===== src/rtl/cp0_int_ctrl_if.sv =====
// Bundle of signals between the M stage and the coprocessor-0 block.
//
// Timing contract (there is no valid/ready pair on this path): every input is
// qualified by the cycle it is presented in and is sampled on the rising edge
// of clk. take, epc_out and dout are combinational from the current register
// state plus the same-cycle inputs. The pipeline must act on them in that
// same cycle, and nothing is held or retried.
interface cp0_int_ctrl_if;
  logic [4:0]  rd_addr;
  logic [4:0]  wr_addr;
  logic        we;
  logic [31:0] din;
  logic [29:0] pc_m;
  logic        bd_m;
  logic        exc_req;
  logic [4:0]  exc_code;
  logic        eret;
  logic [5:0]  hw_int;
  logic        take;
  logic [31:0] epc_out;
  logic [31:0] dout;

  // Pipeline / device side.
  modport master (
    output rd_addr, wr_addr, we, din, pc_m, bd_m, exc_req, exc_code, eret, hw_int,
    input  take, epc_out, dout
  );

  // Coprocessor-0 side.
  modport slave (
    input  rd_addr, wr_addr, we, din, pc_m, bd_m, exc_req, exc_code, eret, hw_int,
    output take, epc_out, dout
  );
endinterface


===== src/rtl/cp0_int_ctrl.sv =====
// MIPS-style coprocessor 0: SR, Cause, EPC and PrID, plus the per-cycle
// decision on whether the M-stage instruction is preempted by a device
// interrupt or an internal exception.
module cp0_int_ctrl #(
  parameter logic [31:0] PRID     = 32'h0000_4D37,
  parameter logic [4:0]  INT_CODE = 5'd0
) (
  input  logic            clk,
  input  logic            reset,
  cp0_int_ctrl_if.slave   bus
);

  localparam logic [4:0] REG_SR    = 5'd12;
  localparam logic [4:0] REG_CAUSE = 5'd13;
  localparam logic [4:0] REG_EPC   = 5'd14;
  localparam logic [4:0] REG_PRID  = 5'd15;

  // SR fields
  logic [5:0]  im;
  logic        exl;
  logic        ie;
  // Cause fields
  logic        bd;
  logic [5:0]  ip;
  logic [4:0]  exc_code_q;
  // EPC is kept as a word address; the low two bits always read as zero.
  logic [29:0] epc_q;

  logic        int_hit;
  logic        exc_hit;
  logic        take;
  logic [31:0] sr_word;
  logic [31:0] cause_word;
  logic [31:0] epc_word;

  // Preemption decision. It uses the live IRQ lines, not the registered IP
  // copy, so a request is seen in the same cycle it is raised.
  always_comb begin
    int_hit = ie & ~exl & (|(im & bus.hw_int));
    exc_hit = bus.exc_req & ~exl;
    take    = int_hit | exc_hit;
  end

  // Architectural views of the registers.
  always_comb begin
    sr_word    = {16'b0, im, 8'b0, exl, ie};
    cause_word = {bd, 15'b0, ip, 3'b0, exc_code_q, 2'b0};
    epc_word   = {epc_q, 2'b00};
  end

  // mfc0 read port. It returns the pre-edge value during a same-cycle write.
  always_comb begin
    unique case (bus.rd_addr)
      REG_SR:    bus.dout = sr_word;
      REG_CAUSE: bus.dout = cause_word;
      REG_EPC:   bus.dout = epc_word;
      REG_PRID:  bus.dout = PRID;
      default:   bus.dout = 32'b0;
    endcase
  end

  assign bus.take    = take;
  assign bus.epc_out = epc_word;

  // Register updates. An accepted exception flushes the M instruction, so a
  // same-cycle mtc0 or eret is dropped. Without one, eret is applied after
  // mtc0 so that it has the final say over EXL.
  always_ff @(posedge clk) begin
    if (reset) begin
      im         <= 6'b0;
      exl        <= 1'b0;
      ie         <= 1'b0;
      bd         <= 1'b0;
      ip         <= 6'b0;
      exc_code_q <= 5'b0;
      epc_q      <= 30'b0;
    end else begin
      ip <= bus.hw_int;
      if (take) begin
        exl        <= 1'b1;
        bd         <= bus.bd_m;
        // In a delay slot, restart at the branch one word earlier (wraps mod 2^32).
        epc_q      <= bus.bd_m ? (bus.pc_m - 30'd1) : bus.pc_m;
        exc_code_q <= int_hit ? INT_CODE : bus.exc_code;
      end else begin
        if (bus.we && (bus.wr_addr == REG_SR)) begin
          im  <= bus.din[15:10];
          exl <= bus.din[1];
          ie  <= bus.din[0];
        end
        if (bus.we && (bus.wr_addr == REG_EPC)) begin
          epc_q <= bus.din[31:2];
        end
        if (bus.eret) begin
          exl <= 1'b0;
        end
      end
    end
  end

endmodule

===== src/flat_wrapper.sv =====
// flat-port wrapper written by rule: the top's interface ports become plain ports
module cp0_int_ctrl_flat 
#(
  parameter logic [31:0] PRID     = 32'h0000_4D37,
  parameter logic [4:0]  INT_CODE = 5'd0
)
  (clk, reset, bus_rd_addr, bus_wr_addr, bus_we, bus_din, bus_pc_m, bus_bd_m, bus_exc_req, bus_exc_code, bus_eret, bus_hw_int, bus_take, bus_epc_out, bus_dout);
  cp0_int_ctrl_if bus_i ();
  input  logic clk;
  input  logic reset;
  input wire logic [$bits(bus_i.rd_addr)-1:0] bus_rd_addr;
  input wire logic [$bits(bus_i.wr_addr)-1:0] bus_wr_addr;
  input wire logic [$bits(bus_i.we)-1:0] bus_we;
  input wire logic [$bits(bus_i.din)-1:0] bus_din;
  input wire logic [$bits(bus_i.pc_m)-1:0] bus_pc_m;
  input wire logic [$bits(bus_i.bd_m)-1:0] bus_bd_m;
  input wire logic [$bits(bus_i.exc_req)-1:0] bus_exc_req;
  input wire logic [$bits(bus_i.exc_code)-1:0] bus_exc_code;
  input wire logic [$bits(bus_i.eret)-1:0] bus_eret;
  input wire logic [$bits(bus_i.hw_int)-1:0] bus_hw_int;
  output wire logic [$bits(bus_i.take)-1:0] bus_take;
  output wire logic [$bits(bus_i.epc_out)-1:0] bus_epc_out;
  output wire logic [$bits(bus_i.dout)-1:0] bus_dout;
  assign bus_i.rd_addr = bus_rd_addr;
  assign bus_i.wr_addr = bus_wr_addr;
  assign bus_i.we = bus_we;
  assign bus_i.din = bus_din;
  assign bus_i.pc_m = bus_pc_m;
  assign bus_i.bd_m = bus_bd_m;
  assign bus_i.exc_req = bus_exc_req;
  assign bus_i.exc_code = bus_exc_code;
  assign bus_i.eret = bus_eret;
  assign bus_i.hw_int = bus_hw_int;
  assign bus_take = bus_i.take;
  assign bus_epc_out = bus_i.epc_out;
  assign bus_dout = bus_i.dout;
  cp0_int_ctrl #(.PRID(PRID), .INT_CODE(INT_CODE)) u_core (.clk(clk), .reset(reset), .bus(bus_i));
endmodule

===== config.mk =====
export PLATFORM = sky130hd
export DESIGN_NAME = cp0_int_ctrl_flat
export DESIGN_NICKNAME = d
export VERILOG_FILES = /design/src/rtl/cp0_int_ctrl_if.sv /design/src/rtl/cp0_int_ctrl.sv /design/src/flat_wrapper.sv
export SDC_FILE = /design/constraint.sdc
export NUM_CORES = 1
export LEC_CHECK = 0
export ABC_AREA = 0
export BUFFER_PORTS_ARGS = -buffer_cell sky130_fd_sc_hd__buf_2
export CORE_MARGIN = 10
export CORE_UTILIZATION = 50
export CTS_CLUSTER_DIAMETER = 50
export DETAILED_ROUTE_END_ITERATION = 7
export GPL_TIMING_DRIVEN = 0
export PLACE_DENSITY = 0.93
export SLEW_MARGIN = 20
export SYNTH_ARGS = -nofsm -noshare
export SYNTH_HDL_FRONTEND = slang
export SYNTH_SLANG_ARGS = --single-unit
export TNS_END_PERCENT = 10

===== constraint.sdc =====
create_clock -name clk -period 3.8 [get_ports clk]
set_input_delay 0 -clock clk [delete_from_list [all_inputs] [get_ports clk]]
set_output_delay 0 -clock clk [all_outputs]
set_load 0.01 [all_outputs]

Yosys cells after proc, flatten, opt, wreduce, memory -nomap -nowiden
Index checks and enable logic that the tools add are counted.
{"block": "totals", "input_bits": 89, "ff_bits": 50, "out_inout_bits": 65, "word_cells": 35}
{"block": "classes", "add_sub_neg": 1, "bitwise_logic": 7, "n_eq_ne": 6, "n_reduce_logical": 6, "mux": 8}
{"operator": "$pmux 32 s4", "count": 1}
{"operator": "$mux 30", "count": 3}
{"operator": "$eq 5x4->1 const B", "count": 6}
{"operator": "$sub 30x1->30 const B", "count": 1}
{"operator": "$and 6x6->6", "count": 1}
{"operator": "$reduce_or 6->1", "count": 1}
{"operator": "$mux 5", "count": 1}
{"operator": "$and 1x1->1", "count": 3}
{"operator": "$mux 1", "count": 3}
{"operator": "$reduce_bool 3->1", "count": 1}
{"operator": "$logic_and 1x1->1", "count": 2}
{"operator": "$not 1->1", "count": 2}
{"operator": "$reduce_and 2->1", "count": 1}
{"operator": "$reduce_bool 2->1", "count": 1}
{"operator": "$or 1x1->1", "count": 1}

Logic depth before layout (Yosys ltp)
Gate-level depths: netlist of the first run.
{"block": "logic_depth", "ltp_word": 6, "mapped_depth": 8}

Worst setup path after synthesis of the first run
Ideal clock, no wire load.
{"block": "synth_path", "kind": "input to register", "from": "in bus_bd_m", "to": "reg u_core.epc_q[23]", "path_stages": 8, "slack_ns": 1.873, "setup_time_ns": 0.086, "arrival_time_ns": 1.841, "path_buffers": 3, "cell_sequence": "buf_4 or4b_1 buf_2 or4_1 buf_6 nor4_4 xnor2_1 a221oi_2"}
{"block": "synth_between", "elab_chain_len": 2}
{"element": "start: declaration", "line_no": "flat_wrapper.sv:16", "rtl": "input wire logic [$bits(bus_i.bd_m)-1:0] bus_bd_m;"}
{"element": "$mux 30", "line_no": "cp0_int_ctrl.sv:83", "rtl": "epc_q <= bus.bd_m ? (bus.pc_m - 30'd1) : bus.pc_m;"}
{"element": "$mux 30", "line_no": "cp0_int_ctrl.sv:79", "rtl": "if (take) begin"}
{"element": "end signal: assignment", "line_no": "cp0_int_ctrl.sv:83"}
{"element": "end signal: assignment", "line_no": "cp0_int_ctrl.sv:92", "rtl": "epc_q <= bus.din[31:2];"}
{"element": "end: declaration", "line_no": "cp0_int_ctrl.sv:27", "rtl": "logic [29:0] epc_q;"}
No other way between the ends.
A chain may end at the register's enable or synchronous reset.

Worst setup path after layout of the first run
{"block": "layout_path", "from": "in bus_hw_int[3]", "to": "out bus_take"}
{"block": "layout_between", "elab_chain_len": 4}
{"element": "start: declaration", "line_no": "flat_wrapper.sv:20", "rtl": "input wire logic [$bits(bus_i.hw_int)-1:0] bus_hw_int;"}
{"element": "$and 6x6->6", "line_no": "cp0_int_ctrl.sv:39", "rtl": "int_hit = ie & ~exl & (|(im & bus.hw_int));"}
{"element": "$reduce_or 6->1", "line_no": "cp0_int_ctrl.sv:39"}
{"element": "$and 1x1->1", "line_no": "cp0_int_ctrl.sv:39"}
{"element": "$or 1x1->1", "line_no": "cp0_int_ctrl.sv:41", "rtl": "take = int_hit | exc_hit;"}
{"element": "end: declaration", "line_no": "flat_wrapper.sv:21", "rtl": "output wire logic [$bits(bus_i.take)-1:0] bus_take;"}
No other way between the ends.

==> metrics.md, run 1 <==
| Metric | Value |
|---|---|
| Crit path launch | bus_hw_int[3] |
| CP endpoint kind | output pin |
| Clock transition at path regs | ~0.10 ns |
| Layout cells sized above 1 | 0.289 |
| Synth Flop Type | dfxtp_1 |
| Net Sw Frac | 0.294 |
| Area share of the largest cell type after synthesis | 0.326 |
| Post-route DRC | 0 |
| Critical path arrival | between 2 and 2.5 ns |
| Fmax | around 420 MHz |
| Bufs on Longest Clock Path | 2 |
| Leading area contributor after synthesis | dfxtp_1 |
| R2R cell count | 6 |
| Total Die Area | roughly 9700 µm² |
| Initial antenna violation count | 1 |
| TritonRoute pass-1 iters | 5 |
| Die Width | 98.3 µm |
| Critical Path RT | ~3.8 ns |
| Clk sinks | 50 |
| First-pass GRT wire length | roughly 20,000 µm |
| WL/cell | between 15 and 20 µm |
| Finish-stage setup viols | 0 |
| Combinational power share | 0.238 |
| CTS resizes | 0 |
| Inserted Clock Buffers | 5 |
| Max FO, Critical Path | 10 |
| Final Max Slew Viols | 0 |
| Top Ports | 154 |
| Die Y | just under 100 µm |
| CTS tree | built |
| Area Growth Syn to Fin | 43.1% |
| GR Util met2 | 0.415 |
| Ys async rst share | 0 |
| Met3 GRT Util | 0.0648 |
| Hold crit path type | input pin to flip-flop |
| Reg2reg setup slack | 1.51 ns |
| Tot GR Track Use | 0.240 |
| Setup Skew | around 0.011 ns |
| Initial Utilization | 0.515 |
| Switching power | ~370 µW |
| Internal power | between 800 and 900 µW |
| Setup TNS | 0 ns |
| Crit share post-route | 0.621 |
| # nets final | between 600 and 700 |
| Pwr per Cell Area | 289 nW/µm² |
| Vias in the first global route | 3,881 |
| Sequential Power Share | 0.463 |
| Htree depth | 2 |
| Synth area leaders | dfxtp_1, nand2_1, a21oi_1 |
| Placement row count | 28 |
| Outcome | complete, no violations |
| Max_cap viols | 0 |
| Share of power burned in the clock network | 0.299 |
| Synth unique cells | 45 |
| Reg-to-Reg Start | u_core.im[3]$_SDFFE_PP0P_ |
| CP Launch Type | input pin |
| Avg Vias per Cell | 5.71 |
| CTS Root Cell | clkbuf_8 |
| Post-route minimum period | 2.36 ns |
| Avg Inst Size Synth | ~7.6 µm² |
| Layout Utilization | 0.738 |
| Final HPWL DP | roughly 9200 µm |
| Hold Fails Final Rpt | 0 |
| Drt total wl | between 10,000 and 15,000 µm |
| Worst Tran Pin Value | 0.692 ns |
| DR vias | between 3,000 and 4,000 |
| Cells after Synth | roughly 410 |
| Crit path to | bus_take |
| Syn Std Cell Area | 3070 µm² |
| Yosys warns | 0 |
| Leak | 1.87 nW |
| Met1 Use GR | 0.268 |
| Gr ovfl total | 0 |
| RR Endpoint | u_core.epc_q[22]$_SDFFE_PP0P_ |
| Count leader, synth | nand2_1 |
| Most common library cells after synthesis | nand2_1, dfxtp_1, nor2_1 |
| Worst IR Drop VDD | around 0.28 mV |
| Sequential-to-total area share from yosys stat | 0.326 |
| Synth Register Bits | 50 |
| Largest net degree at the start of global routing | 17 |
| Setup repair after global routing missed its margin | false |
| Clock network latency to the later pin of the worst-skew pair | ~0.3 ns |
| Core box area | between 5000 and 6000 µm² |
| Placer Congestion | just over 0.9 |
| Grt peak-use layer | met2 |
| Number of synthesized flops with an enable pin | 0 |
| Number of antenna-violating nets in the routed design | 0 |
| Number of I/O port buffers | between 100 and 150 |
| Slew headroom | 0.538 |
| Critical path class | input pin to output pin |
| DRT iter0 DRCs | between 200 and 300 |
==> cell families after synthesis <==
logic type	Yosys count	synth area share
other cells	1	0.00122
fa+ha+maj	1	0.00408
simple gates	190	0.316
mux	4	0.0130
flops	50	0.326
buf+inv	37	0.0522
compound gates	93	0.205
xor+xnor	29	0.0828
==> worst max-delay path: stages <==
cell	delay [ns]
dlygate4sd3_1	0.53
buf_2	0.13
a22oi_1	0.19
a31oi_1	0.14
o21bai_1	0.44
clkinv_1	0.37
buf_1	0.34
buf_2	0.22
==> flip-flops by register name, summed over array words and instances, names as in the netlist <==
register	cells
u_core.exc_code_q	5
u_core.im	6
u_core.ie	1
u_core.ip	6
u_core.exl	1
u_core.bd	1
u_core.epc_q	30
==> power groups by stage <==
| stage | registers, mW | logic [mW] | clock network, mW |
|---|---|---|---|
| floorplan | 0.604 | 0.125 | 0 |
| global placement | 0.596 | 0.257 | 0 |
| detailed placement | 0.598 | 0.264 | 0 |
| CTS | 0.586 | 0.296 | 0.381 |
| global route | 0.591 | 0.330 | 0.405 |
| finish | 0.588 | 0.303 | 0.380 |
==> cells in the final DEF (no fill, tap or decap), drive strengths merged, types with 2 or more instances in the layout <==
cell / netlist / routed
nand4: 4 / 4
a22oi: 11 / 11
a31o: 4 / 4
and3: 5 / 5
dfxtp: 50 / 50
nor2b: 12 / 12
nand3b: 2 / 2
a311oi: 9 / 9
xnor2: 15 / 15
nor3b: 2 / 2
or4: 6 / 6
nand3: 7 / 7
nand2: 62 / 62
o21ai: 11 / 11
nor2: 38 / 38
clkbuf: 24 / 29
a211oi: 6 / 6
nor3: 17 / 17
a221oi: 14 / 14
and2: 17 / 17
buf: 8 / 156
conb: 1 / 2
xor2: 14 / 14
or3: 3 / 3
nor4: 9 / 9
dlygate4sd3: 0 / 37
inv: 4 / 5
clkinv: 1 / 2
a21oi: 35 / 35
nor4bb: 2 / 2
mux2i: 4 / 4
==> metrics by stage <==
stage	std cells	power [mW]	setup WS [ns]	instance area (µm²)	hold slack [ns]
final	675	1.27	1.44	4390	0.0413
after global routing	675	1.33	1.31	4390	0.0661
after CTS	674	1.26	1.44	4390	0.0464
after detailed placement	629	0.862	1.54	3910	0.233
after global placement	629	0.853	1.60	3910	0.228
after floorplan	406	0.729	1.87	3070	0.128
==> repair_timing <==
item / in CTS / in global routing
hold endpoints to repair: 42 / 0
hold buffers: 37 / 0
buffers inserted: 0 / 0
==> layout make-up <==
class	count	area, µm²
Clock buffer	5	68.8
Inverter	5	18.8
Fill cell	487	1560
Tap cell	75	93.8
Multi-Input combinational cell	319	1910
Sequential cell	50	1000
Timing Repair Buffer	185	1110
Clock inverter	3	43.8
Antenna cell	1	2.50
Buffer	32	141
==> per-layer routing <==
layer  wire length (µm)  vias up  part of all wire
met4                504        0             0.041
met5                  0        -                 0
li1                   -     1830                 -
met1               4680     1734              0.38
met2               6050      244              0.49
met3               1110       46             0.090
==> worst min path at each step <==
stage | startpoint | endpoint | slack (ns) | cells after the start
after floorplan | bus_hw_int[0] | u_core.ip[0]$_SDFF_PP0_ | 0.13 | 1
after global placement | bus_hw_int[2] | u_core.ip[2]$_SDFF_PP0_ | 0.23 | 2
after detailed placement | bus_hw_int[5] | u_core.ip[5]$_SDFF_PP0_ | 0.23 | 2
after CTS | bus_pc_m[15] | u_core.epc_q[15]$_SDFFE_PP0P_ | 0.05 | 3
after global routing | bus_din[17] | u_core.epc_q[15]$_SDFFE_PP0P_ | 0.07 | 4
final | bus_pc_m[15] | u_core.epc_q[15]$_SDFFE_PP0P_ | 0.04 | 3
Note: power is estimated with default switching activity, not from simulation.
==> run 2: changes to the inputs <==
- ABC_AREA: 0 -> 1
- CORE_UTILIZATION: 50 -> 44
- PLACE_DENSITY: 0.93 -> 0.85
- clock period: 3.8 -> 2.1 ns (I/O delays scaled with it)
==> run 2 against run 1 <==
Via count increased by 17%. Area after synthesis increased by 14%. Synthesized cell count grew 45%. Cell area increased by 8.8%. Count of clock-buffer cells in the layout increased by 1. Power increased by 89%. Non-clock buffer count is 17 lower. First-iteration DRC count is 4.4% higher. Critical path depth is 3 higher. Hold slack got worse by 0.027 ns. Die area grew 24%. Routed wire length is 16% higher.
==> metrics.md, run 2 <==
| Metric | Value |
|---|---|
| Avg Vias per Cell | around 5.2 |
| Largest net degree at the start of global routing | 17 |
| Family with the most delay on the worst path | buffers and inverters |
| Yosys warns | 0 |
| Met2 Wirelength | 6750 µm |
| Critical path class | input pin to flip-flop |
| Fmax | approximately 540 MHz |
| Post-Place Setup Slack | 0.399 ns |
| Area share of the largest cell type after synthesis | 0.285 |
| Core box area | between 7000 and 8000 µm² |
| Met3 routed wirelength | 1520 µm |
| Fin worst setup slack | 0.261 ns |
| Number of synthesized flops with an enable pin | 0 |
| Area Growth Syn to Fin | 36.1% |
| Top Ports | between 150 and 200 |
| Htree depth | 2 |
| CP Buf/Inv Count | 3 |
| DR vias | 4,510 |
| Most common library cells after synthesis | nand2_1, nor2_1, inv_1 |
| Critical Path RT | 2.27 ns |
| Post-route DRC | 0 |
| Top register by number of flip-flops | u_core.epc_q |
| CP Launch Type | input pin |
| Largest regs | u_core.epc_q (30), u_core.im (6), u_core.ip (6) |
| Antenna diode count | 0 |
| Post CTS Setup Buffer Count | 0 |
| Hold Fails Final Rpt | 0 |
| TritonRoute pass-1 iters | 8 |
| CP endpoint kind | flip-flop |
| Total power | between 2 and 2.5 mW |
| R2R cell count | 9 |
| CTS tree | built |
| Total Die Area | around 12,000 µm² |
| Max_cap viols | 0 |
| Worst stage delay on the critical path | around 0.56 ns |
| Crit share post-route | 0.875 |
| Cts-stage hold buffer count | 26 |
| Gr ovfl total | 0 |
| Crit path launch | bus_hw_int[2] |
| Slew headroom | 0.565 |
| Most common cell after layout, fill and taps aside | nand2_1 |
| Reg-to-Reg Start | u_core.im[5]$_SDFFE_PP0P_ |
| Final HPWL DP | about 11,000 µm |
| Clk sinks | 50 |
| Leading area contributor after synthesis | dfxtp_1 |
| Die Width | ~110 µm |
| Adder-cell share of the synthesized area | 0.00356 |
| Setup Skew | around 0.016 ns |
| Metal1 wirelength | between 5000 and 6000 µm |
| CTS Root Cell | clkbuf_8 |
| Hold crit path type | input pin to flip-flop |
| RR Endpoint | u_core.epc_q[9]$_SDFFE_PP0P_ |
| Tot GR Track Use | 0.232 |
| Largest family of logic cells by synthesized area | simple AND/OR/NAND/NOR gates |
| Ys async rst share | 0 |
| Initial antenna violation count | 0 |
| DRT iter0 DRCs | around 310 |
| Finish-stage setup viols | 0 |
| Clock transition at path regs | roughly 0.1 ns |
| Post-Synth XOR/XNOR Area | 0.0225 |
| Bufs on Longest Clock Path | 2 |
| Final Max Slew Viols | 0 |
| Synth Register Bits | 50 |
| Worst IR Drop VDD | 0.399 mV |
| CP cell instances | dlygate4sd3_1 -> buf_2 -> nand2_1 -> o21ai_1 -> nor2_1 -> nand2_1 -> a21boi_4 -> buf_2 -> nand2_1 -> o21ai_1 -> a21oi_1 |
| Setup repair after global routing missed its margin | false |
| Die Y | between 100 and 150 µm |
| Clock network latency to the later pin of the worst-skew pair | just over 0.3 ns |
| # nets final | about 860 |
| Placement row count | 32 |
| Layout cells sized above 1 | 0.277 |
| Number of I/O port buffers | about 150 |
| CP max stage cell | dlygate4sd3_1 |
| Synth area leaders | dfxtp_1, nand2_1, nor2_1 |
| Synth Flop Type | dfxtp_1 |
| Uppermost routed layer | met4 |
| Levels on crit path | 11 |
| Critical path arrival | roughly 2 ns |
| Sequential-to-total area share from yosys stat | 0.285 |
| Post-route minimum period | around 1.8 ns |
| WL/cell | roughly 16 µm |
| Count leader, synth | nand2_1 |
| Max reg flops | 30 |
| Outcome | complete, no violations |
| Pwr per Cell Area | 502 nW/µm² |
| Vias in the first global route | between 4,000 and 5,000 |
| Cells after Synth | between 500 and 600 |
| CTS resizes | 0 |
| Synth unique cells | 39 |
| Commonest cells after routing, fill and taps aside | nand2_1, buf_2, nor2_1, inv_1, dfxtp_1 |
| Avg Inst Size Synth | between 5 and 6 µm² |
| Worst Tran Pin Value | between 0.6 and 0.7 ns |
| Setup TNS | 0 ns |
| Leak | about 2.5 nW |
| Drt total wl | about 14,000 µm |
| Mux contribution to synthesized area | 0 |
| Number of antenna-violating nets in the routed design | 0 |
| First-pass GRT wire length | around 22,000 µm |
| Crit path to | u_core.epc_q[9]$_SDFFE_PP0P_ |
| Max FO, Critical Path | 10 |
| Crit path top cell by count | nand2_1 |
| Compound-Gate Fraction of Synth Area | 0.139 |
| Reg2reg setup slack | about 0.29 ns |
| Post-Synth Simple-Gate Area | 0.432 |
| Placer Congestion | a little over 0.9 |
| Initial Utilization | 0.454 |
| Syn Std Cell Area | between 3000 and 4000 µm² |
| Inserted Clock Buffers | 5 |
## run 2: cell count changes after synthesis, moves of 11 or more
cell | previous run | this run
a22oi_1 | 11 | 0
inv_1 | 4 | 65
nand3_1 | 7 | 26
and2_1 | 17 | 2
o21ai_1 | 0 | 19
a221oi_1 | 12 | 0
nor3_1 | 16 | 4
nor2_1 | 38 | 78
clkbuf_1 | 24 | 6
nor2b_1 | 12 | 0
xnor2_1 | 15 | 2
nand2_1 | 62 | 192
## run 2: cell families after synthesis
family                   after synthesis
AO/OA/AOI/OAI                         85
XOR/XNOR                               9
adder cells (fa/ha/maj)                1
buffers and inverters                 99
flip-flops                            50
other                                  1
AND/OR/NAND/NOR                      342
## run 2: where the power goes
| part | internal, mW | leakage, nW | switching, mW |
|---|---|---|---|
| combinational | 0.245 | 1.98 | 0.360 |
| sequential | 1.01 | 0.413 | 0.0464 |
| clock | 0.392 | 0.0618 | 0.345 |
| total | 1.65 | 2.46 | 0.751 |
## run 2: worst min-delay path, cell delays in order
cell and delay [ns]:
buf_2 0.10, a21oi_1 0.06, a21oi_1 0.12
## run 2: worst min path at each step
stage / start / end / slack [ns] / cells past startpoint
after floorplan: bus_hw_int[1] / u_core.ip[1]$_SDFF_PP0_ / 0.11 / 2
after global placement: bus_hw_int[3] / u_core.ip[3]$_SDFF_PP0_ / 0.22 / 3
after detailed placement: bus_hw_int[5] / u_core.ip[5]$_SDFF_PP0_ / 0.23 / 3
after CTS: reset / u_core.ie$_SDFFE_PP0P_ / 0.005 / 4
after global routing: bus_din[17] / u_core.epc_q[15]$_SDFFE_PP0P_ / 0.04 / 3
final: bus_din[17] / u_core.epc_q[15]$_SDFFE_PP0P_ / 0.01 / 3
## run 2: final cells by class
type | instances | area [µm²]
multi-input cells | 439 | 2100
flip-flops and latches | 50 | 1000
repair buffers | 177 | 1020
inverters | 76 | 287
plain buffers | 23 | 125
well taps | 102 | 128
clock inverters | 2 | 38.8
clock buffers | 6 | 82.6
fillers | 740 | 2950
## run 2: per-stage QoR
step                instances  hold slack [ns]  utilization  area (µm²)
detailed placement        841            0.226        0.569        4400
finish                    875           0.0147        0.619        4780
floorplan                 588            0.107            -        3510
global placement          841            0.217        0.569        4400
global route              875           0.0393        0.619        4780
CTS                       875          0.00485        0.619        4780
## run 2: layer usage
| layer | up-vias | global-route usage |
|---|---|---|
| li1 | 2217 | - |
| met2 | 257 | 0.400 |
| met3 | 32 | 0.0532 |
| met1 | 2004 | 0.277 |
| met4 | 0 | 0.0762 |
| met5 | - | 0 |
